<file path="config.mk">
export PLATFORM = sky130hd
export DESIGN_NAME = fetch_ifid_unit
export DESIGN_NICKNAME = d
export VERILOG_FILES = /design/src/rtl/fetch_ifid_unit.sv
export SDC_FILE = /design/constraint.sdc
export NUM_CORES = 1
export LEC_CHECK = 0
export ABC_AREA = 1
export CORE_AREA = 5 5 134 136
export CTS_CLUSTER_SIZE = 8
export DETAILED_ROUTE_END_ITERATION = 8
export DIE_AREA = 0 0 139 141
export PLACE_DENSITY = 0.67
export SYNTH_ARGS = -nofsm -noshare
export SYNTH_HDL_FRONTEND = slang
export SYNTH_SLANG_ARGS = --single-unit
</file>
<file path="constraint.sdc">
create_clock -name clk -period 7.45 [get_ports clk]
set_input_delay 2.235 -clock clk [delete_from_list [all_inputs] [get_ports clk]]
set_output_delay 2.235 -clock clk [all_outputs]
set_load 0.02 [all_outputs]
</file>
<file path="src/rtl/fetch_ifid_unit.sv">
// Instruction-fetch front end: single-outstanding imem handshake feeding the
// IF/ID register, with hazard hold, flush/discard handling and pcwrite feedback.
module fetch_ifid_unit #(
    parameter int                 ADDR_W    = 32,
    parameter int                 DATA_W    = 32,
    parameter logic [DATA_W-1:0]  NOP_INSTR = '0
) (
    input  logic              clk,
    input  logic              reset,
    input  logic [ADDR_W-1:0] pc,
    input  logic              flush,
    input  logic              hazard_stall,
    output logic              imem_req_valid,
    input  logic              imem_req_ready,
    output logic [ADDR_W-1:0] imem_req_addr,
    input  logic              imem_rsp_valid,
    input  logic [DATA_W-1:0] imem_rsp_data,
    output logic              pcwrite,
    output logic [DATA_W-1:0] if_id_instr,
    output logic [ADDR_W-1:0] if_id_pc_plus4,
    output logic              if_id_valid
);

    typedef enum logic [1:0] {
        S_REQ,
        S_WAIT,
        S_HOLD
    } state_e;

    state_e            state_q, state_d;
    logic [ADDR_W-1:0] req_addr_q, req_addr_d;
    logic [DATA_W-1:0] hold_q, hold_d;
    logic              discard_q, discard_d;
    logic [DATA_W-1:0] instr_q, instr_d;
    logic [ADDR_W-1:0] pc4_q, pc4_d;
    logic              valid_q, valid_d;

    logic              req_valid;
    logic [ADDR_W-1:0] req_addr;
    logic              accept;

    always_comb begin
        state_d    = state_q;
        req_addr_d = req_addr_q;
        hold_d     = hold_q;
        discard_d  = discard_q;
        instr_d    = instr_q;
        pc4_d      = pc4_q;
        valid_d    = valid_q;
        req_valid  = 1'b0;
        req_addr   = req_addr_q;
        accept     = 1'b0;

        unique case (state_q)
            S_REQ: begin
                req_addr  = pc;
                // A redirect withdraws the request so the target is fetched next.
                req_valid = ~flush;
                if (req_valid && imem_req_ready) begin
                    req_addr_d = pc;
                    state_d    = S_WAIT;
                end
            end
            S_WAIT: begin
                if (imem_rsp_valid) begin
                    if (discard_q || flush) begin
                        discard_d = 1'b0;
                        state_d   = S_REQ;
                    end else if (!hazard_stall) begin
                        accept  = 1'b1;
                        instr_d = imem_rsp_data;
                        pc4_d   = req_addr_q + ADDR_W'(4);
                        valid_d = 1'b1;
                        state_d = S_REQ;
                    end else begin
                        hold_d  = imem_rsp_data;
                        state_d = S_HOLD;
                    end
                end else if (flush) begin
                    discard_d = 1'b1;
                end
            end
            S_HOLD: begin
                if (flush) begin
                    state_d = S_REQ;
                end else if (!hazard_stall) begin
                    accept  = 1'b1;
                    instr_d = hold_q;
                    pc4_d   = req_addr_q + ADDR_W'(4);
                    valid_d = 1'b1;
                    state_d = S_REQ;
                end
            end
            default: begin
                state_d = S_REQ;
            end
        endcase

        // Flush beats any load; the bubble keeps the old PC+4.
        if (flush) begin
            instr_d = NOP_INSTR;
            valid_d = 1'b0;
            pc4_d   = pc4_q;
        end
    end

    always_ff @(posedge clk or posedge reset) begin
        if (reset) begin
            state_q    <= S_REQ;
            req_addr_q <= '0;
            hold_q     <= '0;
            discard_q  <= 1'b0;
            instr_q    <= NOP_INSTR;
            pc4_q      <= '0;
            valid_q    <= 1'b0;
        end else begin
            state_q    <= state_d;
            req_addr_q <= req_addr_d;
            hold_q     <= hold_d;
            discard_q  <= discard_d;
            instr_q    <= instr_d;
            pc4_q      <= pc4_d;
            valid_q    <= valid_d;
        end
    end

    assign imem_req_valid = req_valid & ~reset;
    assign imem_req_addr  = req_addr;
    assign pcwrite        = (accept | flush) & ~reset;
    assign if_id_instr    = instr_q;
    assign if_id_pc_plus4 = pc4_q;
    assign if_id_valid    = valid_q;

endmodule

</file>
==> run metrics, run 1 <==
Initial DRC Count 310; P per Cell Area 462 nW/µm²; Port-buffer cells 168; WL/cell 15.8 µm; via count 5766; vias in the first global route 5606; HPWL after DPL 12300 µm; worst-margin pin slew 1250 ps; syn_area_per_cell 8.84 µm²; area post-placement 8400 µm²; area of the multi-input gates 2890 µm²; antenna violations before repair 0; EDFF count, synth 0; CP Capture Type output port; Starting Density 39.4%; CTS Hold Bufs 0; fmax 0.157 GHz; share of the synthesized area in the top cell type 49.9%; crit path launch type primary input; WL final 18000 µm; Post-synth top cells nand2_1 (212), dfrtp_1 (132), o21ai_0 (81); Hold Vio Cnt, Final 0; CP Cell Sequence clkdlybuf4s50_1 > inv_2 > nand2_1 > nand2_1 > a21oi_1 > clkdlybuf4s50_1; count leader, synth nand2_1; number of remaining DRC errors 0; Final Wtd Congestion 0.847; crit share post-route 85.5%; CTS Sinks 132; largest net degree at the start of global routing 72; DRT antenna net count 0; Reg area 3300 µm²; core area 16800 µm²; chip height 141 µm; clock transition at the registers of the reported paths 60 ps; RSZ-0062 raised after global routing false; clk_lat worst skew 420 ps; final layout net count 979; fin area 9050 µm²; Post-synth top flop dfrtp_1; DR vias/cell 5.05; Async S/R FF share, synth 100%; clk_skew 6.77 ps; layout cell share with drive strength beyond 1 13.2%; 1st-pass router iterations 5; CP max stage delay 680 ps; WP data arrival 4130 ps; VDD IR max 0.000201 V; clk root buf clkbuf_16; Max Fanout on Critical Path 19; Slew Limit Fails 0; Crit Path Class primary input to output port; CTS Buffer Depth 2; boundary pin count 169; total track usage 18.5%; Post-Syn Nets 824; setup TNS 0 ps; H-tree levels 4; Netlist Area Pre-Place 6620 µm²; CP delay by family, top buffers and inverters; row cnt 48; number of setup buffers added after CTS 0; area leader, netlist dfrtp_1; yosys warns 0; die area 19600 µm²; post-cts resize count 0; Yosys cell types 33; status completed; Synth Instances 749; Leak 3.93 nW; Worst slew margin 16.6%; Max-Cap Viols 0; Synth Register Bits 132; Hold/Removal Path Class register to register; top post-synthesis cells by area dfrtp_1 (50%), nand2_1 (12%), o21ai_0 (6.1%); synth-to-layout area growth 36.7%; CTS tree done; Die W 139 µm; minimum clock period 6370 ps; CP Data Required Time 5220 ps; final setup vio count 0; # fillers 1565; Seq/Total Area, Yosys 49.9%; first-pass GRT wire length 29200 µm; total gr overflow 0; # diodes 0; CP max-delay cell clkdlybuf4s50_1; R2R Setup Slk 4390 ps; TritonCTS Buffers 17; worst path bufs/invs 3
## cells by family (layout without fill, tap and decap cells)
kind of cell | after synthesis | count (layout) | synth area share [%]
and+or+nand+nor | 335 | 335 | 20.6
AOI/OAI and AO/OA | 152 | 152 | 15.9
DFF | 132 | 132 | 49.9
buffers and inverters | 87 | 255 | 6.50
muxes | 32 | 32 | 5.44
xor gates and xnor gates | 6 | 6 | 0.794
adders and majority gates | 5 | 5 | 0.945
## layer usage
layer | part of all wire (%) | track usage [%] | vias to the layer above
li1 | - | - | 2811
met1 | 45 | 24.8 | 2766
met2 | 48 | 30.1 | 174
met3 | 5.8 | 4.61 | 15
met4 | 1.1 | 5.25 | 0
met5 | 0 | 0 | -
## report_power, final
group	switching [mW]	internal, mW
Sequential	0.231	1.06
Clock	0.331	0.597
Combinational	1.10	0.853
## registers in the layout (all words and copies together), names as in the netlist
name	flops
if_id_pc_plus4	32
hold_q	32
discard_q	1
state_q	2
req_addr_q	32
if_id_instr	32
if_id_valid	1
## worst register-to-register path: cells and delay by family (launching register included)
family,cells,cell delay (ps)
AOI/OAI and AO/OA,1,60
buffers and inverters,4,1010
DFF,1,390
adders and majority gates,1,190
and+or+nand+nor,4,1280
## layout by cell type, fill, tap and decap left out, types with 3 or more instances in the layout
master | Yosys | final
nand2_1 | 212 | 212
clkdlybuf4s50_1 | 0 | 168
dfrtp_1 | 132 | 132
o21ai_0 | 81 | 81
nor2_1 | 73 | 73
inv_1 | 45 | 44
nand3_1 | 36 | 36
mux2_2 | 32 | 32
o31ai_2 | 28 | 28
o22ai_1 | 27 | 27
clkbuf_16 | 0 | 17
o21ai_2 | 9 | 9
buf_4 | 1 | 7
xor2_1 | 5 | 5
bufinv_16 | 0 | 5
clkinv_4 | 0 | 5
o31ai_1 | 4 | 4
ha_1 | 5 | 4
and2_1 | 3 | 3
## metrics by stage
stage               setup WS [ps]  hold slack, ps  std cells  power, mW  util [%]
floorplan                     744             462        749       2.45         -
global placement             1100             455       1110       3.26      49.9
detailed placement           1070             466       1110       3.28      49.9
CTS                          1070             482       1142       4.22      53.8
global route                  962             494       1142       4.44      53.8
finish                       1080             474       1142       4.18      53.8
## worst paths after layout
check                                                     from                        endpoint  depth (start not counted)
worst max-delay path                                     flush                         pcwrite                          6
worst min-delay path            if_id_pc_plus4[31]$_DFFE_PP0P_  if_id_pc_plus4[31]$_DFFE_PP0P_                          2
worst max register to register          state_q[0]$_DFFE_PP0P_   if_id_pc_plus4[4]$_DFFE_PP0P_                         10
worst min register to register  if_id_pc_plus4[31]$_DFFE_PP0P_  if_id_pc_plus4[31]$_DFFE_PP0P_                          2
max in group asynchronous                                reset      if_id_instr[5]$_DFFE_PP0P_                          4
min in group asynchronous                                reset          hold_q[26]$_DFFE_PP0P_                          3
## layout make-up
type	count	share of cell area, %
Multi-Input combinational cell	530	31.9
Inverter	48	2.06
Sequential cell	132	36.5
Clock buffer	17	4.70
Clock inverter	15	2.53
Timing Repair Buffer	175	19.2
Tap cell	225	3.11
Power figures use the tool's default switching activity.
==> run 2, diff against run 1 <==
- TNS_END_PERCENT: not set -> 30
==> results of run 2 <==
No change in the layout: final DEF, timing and power equal those of run 1.
==> run 3, diff against run 2 <==
- CTS_BUF_LIST: not set -> sky130_fd_sc_hd__clkbuf_8 sky130_fd_sc_hd__clkbuf_16
- PLACE_DENSITY: 0.67 -> not set
- PLACE_DENSITY_LB_ADDON: not set -> 0.2
==> run 3 against run 2 <==
Power fell by 1.1%. Sequential share of layout area about the same. Utilization about the same. Sequential cell count unchanged. Worst hold slack better by 2.1 ps. Global-route usage is 0.30 points lower. Clock skew up 2.7 ps. Clock-buffer cell count is 3 higher. Clock power down 3.1%. Sequential power hardly changed. Final area about the same. Setup slack better by 120 ps. Largest cell class unchanged.
==> run metrics, run 3 (synthesized netlist as in run 1, its figures left out) <==
clk_skew 9.46 ps (+2.69 ps); crit share post-route 83.9% (-1.6 points); # fillers 1581 (+1.0%); Worst slew margin 26.9% (+10 points); DR vias/cell 4.87 (-3.6%); number of setup buffers added after CTS 0 (unchanged); Die W 139 µm (unchanged); CP Capture Type output port; Max Fanout on Critical Path 5 (-14); P per Cell Area 457 nW/µm² (-1.0%); Slew Limit Fails 0 (unchanged); synth-to-layout area growth 36.6% (about the same); core area 16800 µm² (unchanged); Hold/Removal Path Class register to register; WP data arrival 4020 ps (-110 ps); Power Internal 2.50 mW (-0.40%); total track usage 18.2% (-0.30 points); CP max-delay cell clkdlybuf4s50_1; vias in the first global route 5562 (-0.78%); commonest non-fill, non-tap cell in the layout nand2_1; worst-margin pin slew 1100 ps (-151 ps); TritonCTS Buffers 17 (unchanged); CTS tree done; clk_lat worst skew 420 ps (about the same); VDD IR max 0.000198 V (-1.3%); RSZ-0062 raised after global routing false; switching share of power 39.5% (-0.40 points); antenna violations before repair 0 (unchanged); first-pass GRT wire length 28900 µm (-1.2%); final layout net count 980 (+0.10%); # diodes 0 (unchanged); most frequent cells in the layout nand2_1 (212), clkdlybuf4s50_1 (168), dfrtp_1 (132); WL final 17500 µm (-2.9%); crit path launch type primary input; number of remaining DRC errors 0 (unchanged); CTS Hold Bufs 0 (unchanged); Crit Path Class primary input to output port; clock transition at the registers of the reported paths 50 ps (about the same); post-cts resize count 0 (unchanged); H-tree levels 4 (unchanged); setup TNS 0 ps (unchanged); final setup vio count 0 (unchanged); 1st-pass router iterations 4 (-1); chip height 141 µm (unchanged); die area 19600 µm² (unchanged); clock power share 21.7% (-0.5 points); row cnt 48 (unchanged); layout cell share with drive strength beyond 1 13.3% (+0.095 points); boundary pin count 169 (unchanged); Final Wtd Congestion 0.847 (unchanged); CTS Buffer Depth 2 (unchanged); Port-buffer cells 168 (unchanged); Starting Density 39.4% (unchanged); minimum clock period 6250 ps (-117 ps); DRT antenna net count 0 (unchanged); Hold Vio Cnt, Final 0 (unchanged); CTS Sinks 132 (unchanged); fmax 0.160 GHz (+1.9%); Tot Pwr 4.14 mW (-1.1%); CP Data Required Time 5220 ps (about the same); power share of the combinational group 47.2% (+0.4 points); via count 5562 (-3.5%); WL/cell 15.3 µm (-3.0%); CP Cell Sequence clkdlybuf4s50_1 > inv_2 > nand2_1 > nand2_1 > a21oi_1 > clkdlybuf4s50_1; Leak 3.92 nW (-0.12%); status completed; Max-Cap Viols 0 (unchanged); Net Sw Power 1.63 mW (-2.0%); clk root buf clkbuf_16; largest net degree at the start of global routing 84 (+17%); total gr overflow 0 (unchanged); HPWL after DPL 12000 µm (-1.9%); Initial DRC Count 320 (+3.2%); CP max stage delay 660 ps (-20 ps); Reg power frac 31.1% (+0.2 points)
## run 3: changes by cell type in the layout (fill, tap and decap cells not counted), sizes merged
cell / previous run / this run
bufinv: 5 / 4
clkinvlp: 2 / 4
clkbuf: 17 / 20
clkinv: 7 / 3
buf: 7 / 8
## run 3: path summary, 6_finish.rpt
| kind | cells after the start | end | slack (ps) | start |
|---|---|---|---|---|
| max | 6 | pcwrite | 1200 | flush |
| min | 2 | if_id_pc_plus4[31]$_DFFE_PP0P_ | 480 | if_id_pc_plus4[31]$_DFFE_PP0P_ |
| max reg2reg | 9 | if_id_pc_plus4[0]$_DFFE_PP0P_ | 4950 | state_q[0]$_DFFE_PP0P_ |
| min in group asynchronous | 3 | hold_q[7]$_DFFE_PP0P_ | 2430 | reset |
| min reg2reg | 2 | if_id_pc_plus4[31]$_DFFE_PP0P_ | 480 | if_id_pc_plus4[31]$_DFFE_PP0P_ |
| max in group asynchronous | 4 | if_id_pc_plus4[26]$_DFFE_PP0P_ | 3490 | reset |
## run 3: through the flow
step	setup WS (ps)	instance area, µm²	util [%]	hold WS (ps)	instances
detailed placement	1210	8400	50.0	464	1111
finish	1200	9040	53.8	476	1143
floorplan	744	6630	-	462	749
global placement	1210	8400	50.0	463	1111
CTS	1200	9040	53.8	479	1143
global route	1050	9040	53.8	496	1143
## run 3: cell type report
| type | instances | area, µm² | share of cell area (%) |
|---|---|---|---|
| Clock buffer | 20 | 467 | 5.16 |
| Clock inverter | 12 | 175 | 1.94 |
| Inverter | 48 | 186 | 2.06 |
| Multi-Input combinational cell | 530 | 2890 | 32.0 |
| Tap cell | 225 | 282 | 3.11 |
| Sequential cell | 132 | 3300 | 36.5 |
| Timing Repair Buffer | 176 | 1740 | 19.3 |
## run 3: power by group through the flow
| stage | logic (mW) | registers (mW) | clock network, mW |
|---|---|---|---|
| 3_5_place_dp | 1.97 | 1.29 | 0 |
| 5_1_grt | 2.14 | 1.34 | 0.953 |
| 6_report | 1.95 | 1.29 | 0.899 |
| 2_1_floorplan | 0.993 | 1.45 | 0 |
| 4_1_cts | 1.98 | 1.29 | 0.915 |
| 3_3_place_gp | 1.96 | 1.29 | 0 |
## run 3: worst max-delay path, delay by kind of cell
kind            cells  cell delay (ps)
compound gates      1              230
buf+inv             3             1340
simple gates        2              210
## run 3: routing by layer
metal  global-route usage (%)  share of wire [%]  wire, µm  vias up
li1                         -                  -         -     2792
met1                     23.6                 46      8000     2659
met2                     30.8                 49      8620       96
met3                     4.48                3.8       662       15
met4                     5.10                1.1       199        0
met5                        0                  0         0        -
